$ cat config.mk
export PLATFORM = sky130hd
export DESIGN_NAME = pipe_skid_stage
export DESIGN_NICKNAME = d
export VERILOG_FILES = /design/src/rtl/pipe_pkg.sv /design/src/rtl/pipe_skid_stage.sv
export SDC_FILE = /design/constraint.sdc
export NUM_CORES = 1
export LEC_CHECK = 0
export CORE_UTILIZATION = 50
export CTS_CLUSTER_SIZE = 25
export DETAILED_ROUTE_END_ITERATION = 10
export MAX_ROUTING_LAYER = met4
export PLACE_DENSITY = 0.84
export REMOVE_ABC_BUFFERS = 1
export SLEW_MARGIN = 30
export SYNTH_ARGS = -nofsm -noshare
export SYNTH_HDL_FRONTEND = slang
export SYNTH_SLANG_ARGS = --single-unit
$ cat constraint.sdc
create_clock -name clk -period 2.2 [get_ports clk]
set_input_delay 0.66 -clock clk [delete_from_list [all_inputs] [get_ports clk]]
set_output_delay 0.66 -clock clk [all_outputs]
set_load 0.005 [all_outputs]
$ cat src/rtl/pipe_pkg.sv
// ----------------------------------------------------------------------------
// pipe_pkg
// Shared definitions for the pipeline stage registers:
//   - stage_st_e : occupancy state of a skid stage (EMPTY / ONE / TWO)
//   - OCC_W      : width of the occupancy count (0..2)
//   - per-boundary payload bundles and their packed widths, so a boundary
//     wrapper can pack its struct straight into the stage's DATA_W vector
//   - occ_count(): occupancy from the two valid bits
// ----------------------------------------------------------------------------
package pipe_pkg;

    typedef enum logic [1:0] {
        ST_EMPTY = 2'd0,
        ST_ONE   = 2'd1,
        ST_TWO   = 2'd2
    } stage_st_e;

    localparam int OCC_W = 2;

    // Execute -> Memory boundary bundle.
    typedef struct packed {
        logic [31:0] alu_out;
        logic [31:0] store_data;
        logic [4:0]  rd;
        logic        mem_rd;
        logic        mem_wr;
        logic        reg_wr;
    } em_bundle_t;

    localparam int EM_BUNDLE_W = $bits(em_bundle_t);

    // Memory -> Writeback boundary bundle.
    typedef struct packed {
        logic [31:0] wb_data;
        logic [4:0]  rd;
        logic        reg_wr;
    } mw_bundle_t;

    localparam int MW_BUNDLE_W = $bits(mw_bundle_t);

    // Number of held entries; skid is never valid without main.
    function automatic logic [OCC_W-1:0] occ_count(input logic main_v, input logic skid_v);
        occ_count = {1'b0, main_v} + {1'b0, skid_v};
    endfunction

endpackage : pipe_pkg

$ cat src/rtl/pipe_skid_stage.sv
// ----------------------------------------------------------------------------
// pipe_skid_stage
// Pipeline stage register with valid/ready handshake and a two-entry skid
// buffer. Every output comes straight from flops, so neither the ready path
// nor the valid/data path crosses the stage combinationally.
//
// Parameters:
//   DATA_W     payload width in bits (>= 1)
//   FLUSH_ZERO 1: flush and reset also clear stored payload to 0
//              0: flush and reset clear only the valid bits
//
// Ports:
//   clk        clock, all state on posedge
//   rst        synchronous active-high reset (priority over flush)
//   flush      drop all held entries and this cycle's input beat
//   in_valid   upstream beat present
//   in_ready   stage can accept (== ~skid valid)
//   in_data    upstream payload
//   out_valid  downstream beat present (== main valid)
//   out_ready  downstream accepts
//   out_data   oldest held payload (== main payload)
//   occupancy  held entries, 0..2
// ----------------------------------------------------------------------------
module pipe_skid_stage
    import pipe_pkg::*;
#(
    parameter int DATA_W     = 64,
    parameter bit FLUSH_ZERO = 1'b1
) (
    input  logic              clk,
    input  logic              rst,
    input  logic              flush,
    input  logic              in_valid,
    output logic              in_ready,
    input  logic [DATA_W-1:0] in_data,
    output logic              out_valid,
    input  logic              out_ready,
    output logic [DATA_W-1:0] out_data,
    output logic [OCC_W-1:0]  occupancy
);

    stage_st_e         state_q;
    stage_st_e         state_d;
    logic              main_v_q;
    logic              main_v_d;
    logic              skid_v_q;
    logic              skid_v_d;
    logic [DATA_W-1:0] main_data_q;
    logic [DATA_W-1:0] main_data_d;
    logic [DATA_W-1:0] skid_data_q;
    logic [DATA_W-1:0] skid_data_d;
    logic              push_s;
    logic              pop_s;

    // Handshake qualifiers; a push in a flush cycle is dropped, a pop is not.
    always_comb begin
        push_s = in_valid & ~skid_v_q & ~flush;
        pop_s  = main_v_q & out_ready;
    end

    // Next-state and datapath steering for the three occupancy states.
    always_comb begin
        state_d     = state_q;
        main_data_d = main_data_q;
        skid_data_d = skid_data_q;
        if (flush) begin
            state_d = ST_EMPTY;
            if (FLUSH_ZERO) begin
                main_data_d = {DATA_W{1'b0}};
                skid_data_d = {DATA_W{1'b0}};
            end else begin
                main_data_d = main_data_q;
                skid_data_d = skid_data_q;
            end
        end else begin
            case (state_q)
                ST_EMPTY: begin
                    if (push_s) begin
                        main_data_d = in_data;
                        state_d     = ST_ONE;
                    end else begin
                        state_d = ST_EMPTY;
                    end
                end
                ST_ONE: begin
                    if (push_s && pop_s) begin
                        main_data_d = in_data;
                        state_d     = ST_ONE;
                    end else if (push_s) begin
                        // Main is stalled: park the new beat in the skid slot.
                        skid_data_d = in_data;
                        state_d     = ST_TWO;
                    end else if (pop_s) begin
                        state_d = ST_EMPTY;
                    end else begin
                        state_d = ST_ONE;
                    end
                end
                ST_TWO: begin
                    // in_ready is low here, so only a pop can move things.
                    if (pop_s) begin
                        main_data_d = skid_data_q;
                        state_d     = ST_ONE;
                    end else begin
                        state_d = ST_TWO;
                    end
                end
                default: begin
                    state_d = ST_EMPTY;
                end
            endcase
        end
    end

    // Valid bits are a pure decode of the next state, kept as their own flops.
    always_comb begin
        main_v_d = (state_d != ST_EMPTY);
        skid_v_d = (state_d == ST_TWO);
    end

    // State, valid and payload registers; reset outranks flush.
    always_ff @(posedge clk) begin
        if (rst) begin
            state_q  <= ST_EMPTY;
            main_v_q <= 1'b0;
            skid_v_q <= 1'b0;
            if (FLUSH_ZERO) begin
                main_data_q <= {DATA_W{1'b0}};
                skid_data_q <= {DATA_W{1'b0}};
            end
        end else begin
            state_q     <= state_d;
            main_v_q    <= main_v_d;
            skid_v_q    <= skid_v_d;
            main_data_q <= main_data_d;
            skid_data_q <= skid_data_d;
        end
    end

    // Outputs are taken directly from the registers.
    always_comb begin
        in_ready  = ~skid_v_q;
        out_valid = main_v_q;
        out_data  = main_data_q;
        occupancy = occ_count(main_v_q, skid_v_q);
    end

endmodule : pipe_skid_stage

==> After elaboration in Yosys (flattened, before gate mapping) <==
Cells that the tools add are included.
W data, S select, Z words.
{ "classes": {"n_mux": 11, "add_sub_neg": 1, "bitwise": 6, "eq_ne": 6, "reduce_logical": 7} }
{ "op_table": {"columns": ["cell", "count"], "rows": [
  ["$mux W64", 3],
  ["$pmux W64 S3", 1],
  ["$mux W2", 4],
  ["$ne A2 B2 Y1 const B", 3],
  ["$pmux W2 S3", 1],
  ["$eq A2 B2 Y1 const B", 2],
  ["$reduce_and A4 Y1", 1],
  ["$and A1 B1 Y1", 3],
  ["$not A1 Y1", 3],
  ["$reduce_and A3 Y1", 1],
  ["$reduce_bool A3 Y1", 1],
  ["$add A1 B1 Y2", 1],
  ["$eq A2 B1 Y1 const B", 1],
  ["$logic_not A2 Y1", 1],
  ["$mux W1", 2],
  ["$reduce_bool A2 Y1", 1],
  ["$reduce_or A2 Y1", 1],
  ["$logic_and A1 B1 Y1", 1]
]} }
{ "word_totals": {"output_inout_bits": 68, "reg_bits": 132, "in_bits": 69} }

==> Depth between registers and ports, before layout <==
Gate-level depths: netlist (run 1).
{ "logic_depth": {"word_depth": 8, "ltp_mapped": 6, "depth_no_buf": 3} }

==> Worst setup path after synthesis (run 1) <==
Ideal clock, no wire load.
{ "synth_timing": {"kind": "input -> register", "from": "input port flush", "to": "register main_data_q[12] (netlist: out_data[12])", "required_time_ns": 2.065, "cell_stages": 6, "arrival_time_ns": 1.769, "slack_ns": 0.296, "cell_sequence": "or4b_4 > buf_6 > buf_6 > buf_6 > nor3_2 > a311oi_1"} }
{ "synth_via": {"elab_chain_len": 5, "word_cells_on_any_way": 7, "cone_classes": "eq/ne (2); bitwise (2); reduce/logical (3)"} }
{ "synth_rtl": {"columns": ["element", "line_no", "text"], "rows": [
  ["start, declared", "pipe_skid_stage.sv:32", "input logic flush,"],
  ["$not A1 Y1", "pipe_skid_stage.sv:57", "push_s = in_valid & ~skid_v_q & ~flush;"],
  ["$and A1 B1 Y1", "pipe_skid_stage.sv:57", null],
  ["$logic_and A1 B1 Y1", "pipe_skid_stage.sv:86", "if (push_s && pop_s) begin"],
  ["$ne A2 B2 Y1 (no line)", null, null],
  ["$reduce_and A4 Y1 (no line)", null, null],
  ["end signal, assigned", "pipe_skid_stage.sv:128", "main_data_q <= {DATA_W{1'b0}};"],
  ["end signal, assigned", "pipe_skid_stage.sv:135", "main_data_q <= main_data_d;"],
  ["end, declared", "pipe_skid_stage.sv:48", "logic [DATA_W-1:0] main_data_q;"]
]} }
Parallel ways exist; a longest one is shown, timed or not.
A chain may end at the register's enable or synchronous reset.

==> Final worst setup path (run 1) <==
{ "layout_timing": {"from": "register skid_v_q", "to": "output port in_ready"} }
{ "layout_via": {"elab_chain_len": 1} }
{ "layout_rtl": {"columns": ["element", "line_no", "text"], "rows": [
  ["start, declared", "pipe_skid_stage.sv:46", "logic skid_v_q;"],
  ["start signal, assigned", "pipe_skid_stage.sv:134", "skid_v_q <= skid_v_d;"],
  ["$not A1 Y1", "pipe_skid_stage.sv:142", "in_ready = ~skid_v_q;"],
  ["end, declared", "pipe_skid_stage.sv:34", "output logic in_ready,"]
]} }
No other way between the ends.

==> run_results.csv, run 1 <==
group,metric,value,unit
grt,grtUsageTotal,29.2,%
yosys,synth_seq_cells,132,
critical_path,crit_arrival,1.43,ns
clock_network,numClockSinks,132,
critical_path,worstPathMaxFanout,3,
die,rows,38,
drt,wire_per_inst,17.2,µm
final_layout,stdcell_area,0.00791,mm²
grt,grt_max_degree,79,
clock_network,root_buffer,"clkbuf_8",
die,die_x,108,µm
yosys,synthArstFlopShare,0,%
sta,finalHoldViolCount,0,
yosys,synth.top_cells.by_area,"dfxtp_1, o21ai_0, a311oi_1",
grt,grt_pass1_vias,5476,
die,die_y,108,µm
power,ir_drop,460,µV
yosys,netlist.area_leader.share,46.9,%
die,start_util,51.7,%
clock_network,cts_tree,"done",
yosys,ys_seq_area_share,46.9,%
critical_path,path_class,"flop to output port",
grt,grt_remaining_overflow,0,
sta,setup_viol_count_final,0,
critical_path,worstPathRequired,1.54,ns
clock_network,cts-buffers-inserted,17,
sta,slew_violations,0,
grt,use_met3,6.63,%
yosys,synth-main-ff-cell,"dfxtp_1",
critical_path,cp-start-kind,"flop",
place,post_dp_cell_area,0.00730,mm²
final_layout,num_antenna_cells,0,
yosys,avgSynthCellArea,8.29,µm²
drt,routed_wl,16.3,mm
place,portBuffers,136,
grt,grt_use_met1,36.5,%
sta,final.period_utilization,95.1,%
drt,drc,0,
drt,ant_nets,0,
sta,slew_headroom,76.1,%
sta,holdWs,0.467,ns
yosys,yosysUniqueCellTypes,27,
place,dp_hpwl,10.1,mm
sta,fin_skew,0.00902,ns
clock_network,clk_pin_slew_worst_paths,0.06,ns
sta,rsz0062_at_grt,"no",
yosys,synthCells,679,
place,place_congestion,0.803,
sta,fin_crit,2.09,ns
final_layout,drive_above_1_share,11.5,%
yosys,synth_area,0.00563,mm²
critical_path,endpoint_kind,"output port",
grt,busiest_layer,"met2",
die,die_area,0.0117,mm²
drt,vias,5819,
final_layout,layout.nets,864,
yosys,synth_commonest_cells,"dfxtp_1, o21ai_0, a21oi_1, inv_1",
drt,vias_per_cell,6.14,
drt,dr.pass1.iters,5,
clock_network,htree_levels,4,
power,power.density,741,mW/mm²
clock_network,ctsLongestPathBuffers,2,
grt,grt_pass1_wl,26.1,mm
grt,gr-usage-met2,44.9,%
hold_path,hold_path.class,"flop to flop",
yosys,yosysWarnings,0,
clock_network,clock_latency,0.53,ns
sta,max_freq,0.478,GHz
yosys,synth-edff-count,0,
grt,grt_antenna_before_repair,0,
die,coreArea,0.0109,mm²
sta,worstMarginPinSlew,0.356,ns
die,ioPinCount,137,
final_layout,area_growth_syn_to_layout,40.4,%
power,leakagePower,2.52,nW
yosys,netlist.top_cell.by_area,"dfxtp_1",
drt,drt_iter0_drc,559,
job,cap_violations,0,
outcome,outcome,"complete, no violations",
yosys,synth.most_common_cell,"dfxtp_1",
==> routing by layer <==
metal  vias up  routed length [µm]
met5         -                   0
met4         0                 286
met3        35                1330
met2       317                7950
met1      2769                6750
li1       2698                   -
==> cell families after synthesis <==
| group | synth area share [%] |
|---|---|
| adder cells (fa/ha/maj) | 0.222 |
| AND/OR/NAND/NOR | 14.2 |
| buffers and inverters | 10.3 |
| AO/OA/AOI/OAI | 28.4 |
| flip-flops | 46.9 |
==> per-stage QoR <==
| stage | power (mW) | utilization, % | worst slack, ns | TNS [ns] | cells |
|---|---|---|---|---|---|
| final | 5.85 | 72.6 | 0.109 | 0 | 947 |
| after global routing | 6.05 | 72.6 | 0.0591 | 0 | 947 |
| after CTS | 5.87 | 72.6 | 0.00142 | 0 | 947 |
| after detailed placement | 3.13 | 67.0 | -0.264 | -26.38 | 913 |
| after global placement | 3.11 | 67.0 | -0.191 | -19.92 | 913 |
| after floorplan | 2.73 | - | -3.73 | -478.94 | 601 |
==> critical path, stage by stage (launching register included) <==
cell and delay, ns:
dfxtp_4 0.35, inv_1 0.05, clkdlybuf4s50_1 0.50
==> where the power goes <==
group	internal [mW]	switching (mW)	leakage (nW)
Clock	1.72	1.05	0.282
Sequential	2.44	0.0294	1.07
Combinational	0.311	0.306	1.16
Total	4.47	1.38	2.52
==> area by class of cell <==
type	instances	area, µm²
clock buffers	19	422
fillers	807	2980
clock inverters	13	160
flip-flops and latches	132	2650
multi-input cells	404	2430
repair buffers	174	1820
inverters	65	244
well taps	140	175
==> timing repair <==
action,4_1_cts,5_1_grt
hold buffers,0,0
endpoints found under the hold margin,0,0
resized for setup,5,1
buffers inserted,2,0
setup endpoints to repair,2,1
==> worst paths after layout <==
kind                                   from                   endpoint  slack, ns  depth (start not counted)
setup / recovery        skid_v_q$_SDFF_PP0_                   in_ready       0.11                          2
hold / removal    out_data[33]$_SDFFE_PP0P_  out_data[33]$_SDFFE_PP0P_       0.47                          2
setup reg to reg        skid_v_q$_SDFF_PP0_  out_data[14]$_SDFFE_PP0P_       0.34                          5
hold reg to reg   out_data[33]$_SDFFE_PP0P_  out_data[33]$_SDFFE_PP0P_       0.47                          2
==> state kept, by name (all words and copies together) (netlist names) <==
name	count
out_data	64
out_valid	1
skid_data_q	64
skid_v_q	1
state_q	2
==> placed cells by master (no fill, tap or decap), types with 2 or more instances in the layout <==
cell             instances
o21ai_1                  4
buf_12                  14
nor3_2                  16
clkdlybuf4s50_1        134
clkinv_4                 4
clkbuf_16               16
dfxtp_4                  2
nand3_1                 64
a311oi_1                64
clkbuf_1                 2
a211oi_1                 4
dfxtp_1                130
bufinv_16                3
inv_1                   65
nor3_1                  48
o21ai_0                124
clkinv_2                 4
a21oi_1                 65
buf_4                   24
clkinvlp_4               2
(Power assumes the default switching activity.)
==> run 2, diff against run 1 <==
--- a/config.mk
+++ b/config.mk
@@ -5,11 +5,13 @@
 export SDC_FILE = /design/constraint.sdc
 export NUM_CORES = 1
 export LEC_CHECK = 0
-export CORE_UTILIZATION = 50
+export CELL_PAD_IN_SITES_DETAIL_PLACEMENT = 0
+export CELL_PAD_IN_SITES_GLOBAL_PLACEMENT = 1
+export CORE_UTILIZATION = 36
 export CTS_CLUSTER_SIZE = 25
 export DETAILED_ROUTE_END_ITERATION = 10
 export MAX_ROUTING_LAYER = met4
-export PLACE_DENSITY = 0.84
+export PLACE_DENSITY = 0.82
 export REMOVE_ABC_BUFFERS = 1
 export SLEW_MARGIN = 30
 export SYNTH_ARGS = -nofsm -noshare
==> run 2 against run 1 <==
Against the previous run:
- global-route usage shrank 7.1 points
- highest routed layer unchanged
- final cell count grew 7.7%
- design area grew 2.3%
- clock skew shrank 0.0029 ns
==> run_results.csv, run 2 (same netlist as run 1, synthesis figures left out) <==
group,metric,value,unit
die,ioPinCount,137,
clock_network,ctsHoldBuffers,0,
place,post-place-cells,988,
grt,grt_antenna_before_repair,0,
sta,fin_skew,0.00609,ns
grt,grtUsageTotal,22.1,%
clock_network,numClockSinks,132,
final_layout,final_cells,1020,
place,place_congestion,0.790,
power,power,6.07,mW
critical_path,cp-start-kind,"flop",
critical_path,crit_arrival,1.43,ns
critical_path,r2r_start,"skid_v_q$_SDFF_PP0_",
place,dp_slack,-0.224,ns
power,leakagePower,2.53,nW
final_layout,num_antenna_cells,0,
critical_path,cp-startpoint,"skid_v_q$_SDFF_PP0_",
power,power.density,750,mW/mm²
grt,grt_pass1_wl,27.8,mm
sta,rsz0062_at_grt,"no",
critical_path,endpoint_kind,"output port",
sta,slew_headroom,78.2,%
final_layout,layout_commonest_cell,"clkdlybuf4s50_1",
final_layout,nFillCells,1405,
die,rows,45,
place,dp_hpwl,10.5,mm
critical_path,reg2reg_slack,0.44,ns
critical_path,cp-endpoint,"in_ready",
sta,setup_viol_count_final,0,
final_layout,drive_above_1_share,11.4,%
clock_network,root_buffer,"clkbuf_16",
grt,grt_max_degree,64,
hold_path,hold_path.class,"flop to flop",
sta,finalWorstSetupSlack,0.111,ns
drt,drc,0,
drt,route.met3.wl,982,µm
power,ir_drop,542,µV
final_layout,post-route-util,53.0,%
die,die_y,127,µm
outcome,outcome,"complete, no violations",
final_layout,layout.nets,866,
critical_path,worstReg2RegEnd,"out_data[59]$_SDFFE_PP0P_",
drt,routed_wl,16.8,mm
critical_path,worstPathRequired,1.54,ns
die,coreArea,0.0153,mm²
sta,fin_crit,2.09,ns
drt,vias_per_cell,5.58,
sta,worstMarginPinSlew,0.326,ns
die,die_area,0.0161,mm²
clock_network,clk_pin_slew_worst_paths,0.05,ns
grt,grt_pass1_vias,5455,
drt,top_layer_used,"met4",
clock_network,ctsLongestPathBuffers,2,
drt,drt_iter0_drc,555,
grt,grt_remaining_overflow,0,
drt,dr.pass1.iters,5,
job,cap_violations,0,
clock_network,cts-buffers-inserted,17,
die,start_util,36.9,%
place,portBuffers,136,
drt,dr_wl_met2,8.25,mm
sta,finalHoldViolCount,0,
final_layout,area_growth_syn_to_layout,43.7,%
sta,max_freq,0.479,GHz
sta,slew_violations,0,
critical_path,path_class,"flop to output port",
critical_path,worstPathMaxFanout,4,
clock_network,htree_levels,4,
drt,wl_met1,7.41,mm
final_layout,layout_common_cells,"clkdlybuf4s50_1, dfxtp_1, o21ai_0",
clock_network,clock_latency,0.42,ns
clock_network,cts_tree,"done",
die,die_x,127,µm
critical_path,reg2reg_depth,5,
drt,wire_per_inst,16.5,µm
sta,final.period_utilization,95.0,%
drt,vias,5695,
drt,ant_nets,0,
[run 2: changes by cell type in the layout (fill, tap and decap cells not counted), moves of 2 or more]
cell and delta:
clkbuf_1 +2, clkinv_4 -3, buf_4 -2, buf_12 +4
[run 2: worst max-delay path, cell delays in order (launching register included)]
cell	delay [ns]
dfxtp_1	0.32
buf_4	0.16
inv_1	0.05
clkdlybuf4s50_1	0.49
[run 2: layout make-up]
| class | count | area, µm² | share of cell area (%) |
|---|---|---|---|
| clock inverter | 9 | 151 | 1.87 |
| tap | 211 | 264 | 3.26 |
| sequential | 132 | 2650 | 32.7 |
| multi-input combinational | 404 | 2430 | 30.0 |
| timing repair buffer | 176 | 1890 | 23.3 |
| clock buffer | 23 | 468 | 5.78 |
| inverter | 65 | 244 | 3.02 |
[run 2: per-layer routing]
layer	GRT usage [%]	up-vias
li1	-	2692
met1	27.6	2767
met2	35.4	219
met3	5.11	17
met4	6.93	0
met5	-	-
[run 2: where the power goes]
group | leakage (nW) | switching, mW | internal, mW
Sequential | 1.07 | 0.0291 | 2.44
Combinational | 1.15 | 0.310 | 0.323
Clock | 0.301 | 1.01 | 1.95
[run 2: worst min path at each step]
stage	start	end	cells after the start
finish	out_data[26]$_SDFFE_PP0P_	out_data[26]$_SDFFE_PP0P_	2
global route	skid_data_q[32]$_SDFFE_PP0P_	skid_data_q[32]$_SDFFE_PP0P_	2
CTS	out_data[26]$_SDFFE_PP0P_	out_data[26]$_SDFFE_PP0P_	2
detailed placement	out_data[6]$_SDFFE_PP0P_	out_data[6]$_SDFFE_PP0P_	2
global placement	out_data[4]$_SDFFE_PP0P_	out_data[4]$_SDFFE_PP0P_	2
floorplan	skid_data_q[10]$_SDFFE_PP0P_	skid_data_q[10]$_SDFFE_PP0P_	2
[run 2: repair_timing]
item / in CTS / in global routing
resized for setup: 3 / 0
endpoints found under the setup margin: 1 / 0
buffers inserted: 0 / 0
endpoints found under the hold margin: 0 / 0
[run 2: per-stage QoR]
stage               setup TNS (ns)  hold slack (ns)  instance area (µm²)
floorplan                  -478.94            0.451                 5300
global placement            -18.01            0.451                 7470
detailed placement          -20.85            0.457                 7470
CTS                              0            0.466                 8090
global route                     0            0.483                 8090
finish                           0            0.462                 8090
==> RTL change, RTL diff (flow settings as in run 2) <==
Encoding of `stage_st_e`: now one-hot (3 bits for 3 values).
--- a/src/rtl/pipe_pkg.sv
+++ b/src/rtl/pipe_pkg.sv
@@ -10,8 +10,8 @@
 package pipe_pkg;
 
-    typedef enum logic [1:0] {
-        ST_EMPTY = 2'd0,
-        ST_ONE   = 2'd1,
-        ST_TWO   = 2'd2
+    typedef enum logic [2:0] {
+        ST_EMPTY = 3'b001,
+        ST_ONE   = 3'b010,
+        ST_TWO   = 3'b100
     } stage_st_e;
 
Formal check against the unedited RTL: no difference found for any inputs over 4 cycles, from zero or initial values and one cycle with rst high; so few cycles prove little.
==> RTL change against run 2 <==
Via count decreased by 10%; synthesized area increased by 3.8%; sequential cell count increased by 1; hold slack got worse by 11 ps; design area increased by 7.7%; largest power group unchanged; wire length decreased by 0.99%; setup slack got worse by 41 ps; critical path type is now flop to flop; count of clock-buffer cells in the layout unchanged; total power increased by 3.0%.
==> RTL change: results <==
set metrics [dict create \
    yosys_warnings 0 \
    clock_latency_ps 420 \
    grt_pass1_wl_um 26800 \
    timing.reg2reg.worst_path_depth 11 \
    number_of_antenna_diodes 0 \
    slowest_cell_on_crit_path "or3b_4" \
    synth_edf_count 0 \
    drive_gt1_share_pct 21.2 \
    globalRouteMet3Util_pct 4.34 \
    drt_pre_antenna_iters 5 \
    netlist_top_cells_area "dfxtp_1 (46%), a211oi_2 (13%), mux2i_1 (11%)" \
    cts_max_path_buffers 2 \
    result_of_the_run "finished, final reports clean" \
    timing.reg2reg.setup_slack_ps 70 \
    hold_removal_path_class "flop to flop" \
    final_layout_worst_hold_slack_ps 451 \
    placement.cell_area_sq_um 7600 \
    placement.io_buffers 136 \
    worst_ir_drop_vdd_mv 0.481 \
    route.detailed.wl_per_inst_um 16.6 \
    synthArstFlopShare_pct 0 \
    static-leakage-power_nw 3.38 \
    hold_path.startpoint "skid_data_q[0]$_SDFFE_PP0P_" \
    groute.layer.met2.usage_pct 35.4 \
    whs_endpoint "skid_data_q[0]$_SDFFE_PP0P_" \
    congestion_overflow_gr 0 \
    ys_top_cells_by_count "dfxtp_1 (133), nand2_1 (130), a21oi_1 (69)" \
    clock_tree.root_cell "clkbuf_16" \
    finClkSkew_ps 6.04 \
    dr_vias 5098 \
    gpl.final_weighted_congestion 0.805 \
    grt_antenna_before_repair 0 \
    synth_seq_area_share_pct 45.5 \
    filler_cell_count 1400 \
    critPathMaxFanout 8 \
    post-dp-hpwl_um 10400 \
    timing.max_slew.rel_slack_pct 57.7 \
    worstReg2RegEnd "out_data[60]$_SDFFE_PP0P_" \
    grt_usage_pct 21.5 \
    first_global_vias 5218 \
    grt_start_max_net_pins 53 \
    initialDrtViolationCount 252 \
    timing.critical_path.slowest_cell_delay_ps 420 \
    worst_r2r_start "skid_v_q$_SDFF_PP0_" \
    number_of_buffers_created_by_cts 17 \
    cts.htree.levels 4 \
    cp.arrival_ps 2430 \
    netlist-cell-type-count 27 \
    final_nets 846 \
    fin_util_pct 54.9 \
    use_met1_pct 25.8 \
    clkSlewWorstSetupHoldPaths_ps 60 \
    min_delay_path_depth 2 \
]
[RTL change: power breakdown]
part / switching [mW] / internal, mW
combinational: 0.281 / 0.364
clock: 1.03 / 2.10
sequential: 0.0286 / 2.45
[RTL change: timing repair]
item                       4_1_cts  5_1_grt
buffers inserted                15        0
pin swaps                       13        9
gates cloned                     7        0
setup endpoints to repair       66      122
resized for setup               33        9
[RTL change: routing by layer]
layer	wire length [um]	up-vias
met5	0	-
met4	339	0
met3	884	24
met2	8140	143
met1	7300	2449
li1	-	2482
[RTL change: stage by stage]
step                setup WS (ps)  total power [mW]  cells
detailed placement           -686              3.11    949
global route                0.139              6.47   1002
CTS                          1.90              6.31   1003
global placement             -592              3.10    949
floorplan                   -4620              2.77    557
finish                       69.5              6.25   1002
[RTL change: worst max-delay path by stage]
stage | slack [ps] | from | depth (start not counted) | end
6_report | 70 | skid_v_q$_SDFF_PP0_ | 11 | out_data[60]$_SDFFE_PP0P_
5_1_grt | 0.1 | skid_v_q$_SDFF_PP0_ | 11 | out_data[52]$_SDFFE_PP0P_
4_1_cts | 2 | out_valid$_SDFF_PP0_ | 2 | occupancy[0]
3_5_place_dp | -690 | in_valid | 9 | out_data[52]$_SDFFE_PP0P_
3_3_place_gp | -590 | in_valid | 9 | out_data[62]$_SDFFE_PP0P_
2_1_floorplan | -4620 | flush | 4 | out_data[22]$_SDFFE_PP0P_
[RTL change: cells by family after synthesis]
logic type | count (synthesis) | synth area share, %
DFF | 133 | 45.5
adders and majority gates | 4 | 0.856
muxes | 64 | 11.0
and+or+nand+nor | 212 | 15.9
AOI/OAI and AO/OA | 140 | 20.2
buffers and inverters | 63 | 6.57
[RTL change: critical path, delay by kind of cell, from the launching register on]
kind | cells | cell delay [ps]
AND/OR/NAND/NOR | 2 | 570
adder cells (fa/ha/maj) | 1 | 120
AO/OA/AOI/OAI | 2 | 340
buffers and inverters | 6 | 640
flip-flops | 1 | 330
[RTL change: final cells by class]
class | instances | share of cell area [%]
repair buffers | 197 | 25.9
clock buffers | 23 | 5.48
multi-input cells | 420 | 32.8
well taps | 216 | 3.10
clock inverters | 9 | 1.98
inverters | 4 | 0.201
flip-flops and latches | 133 | 30.6
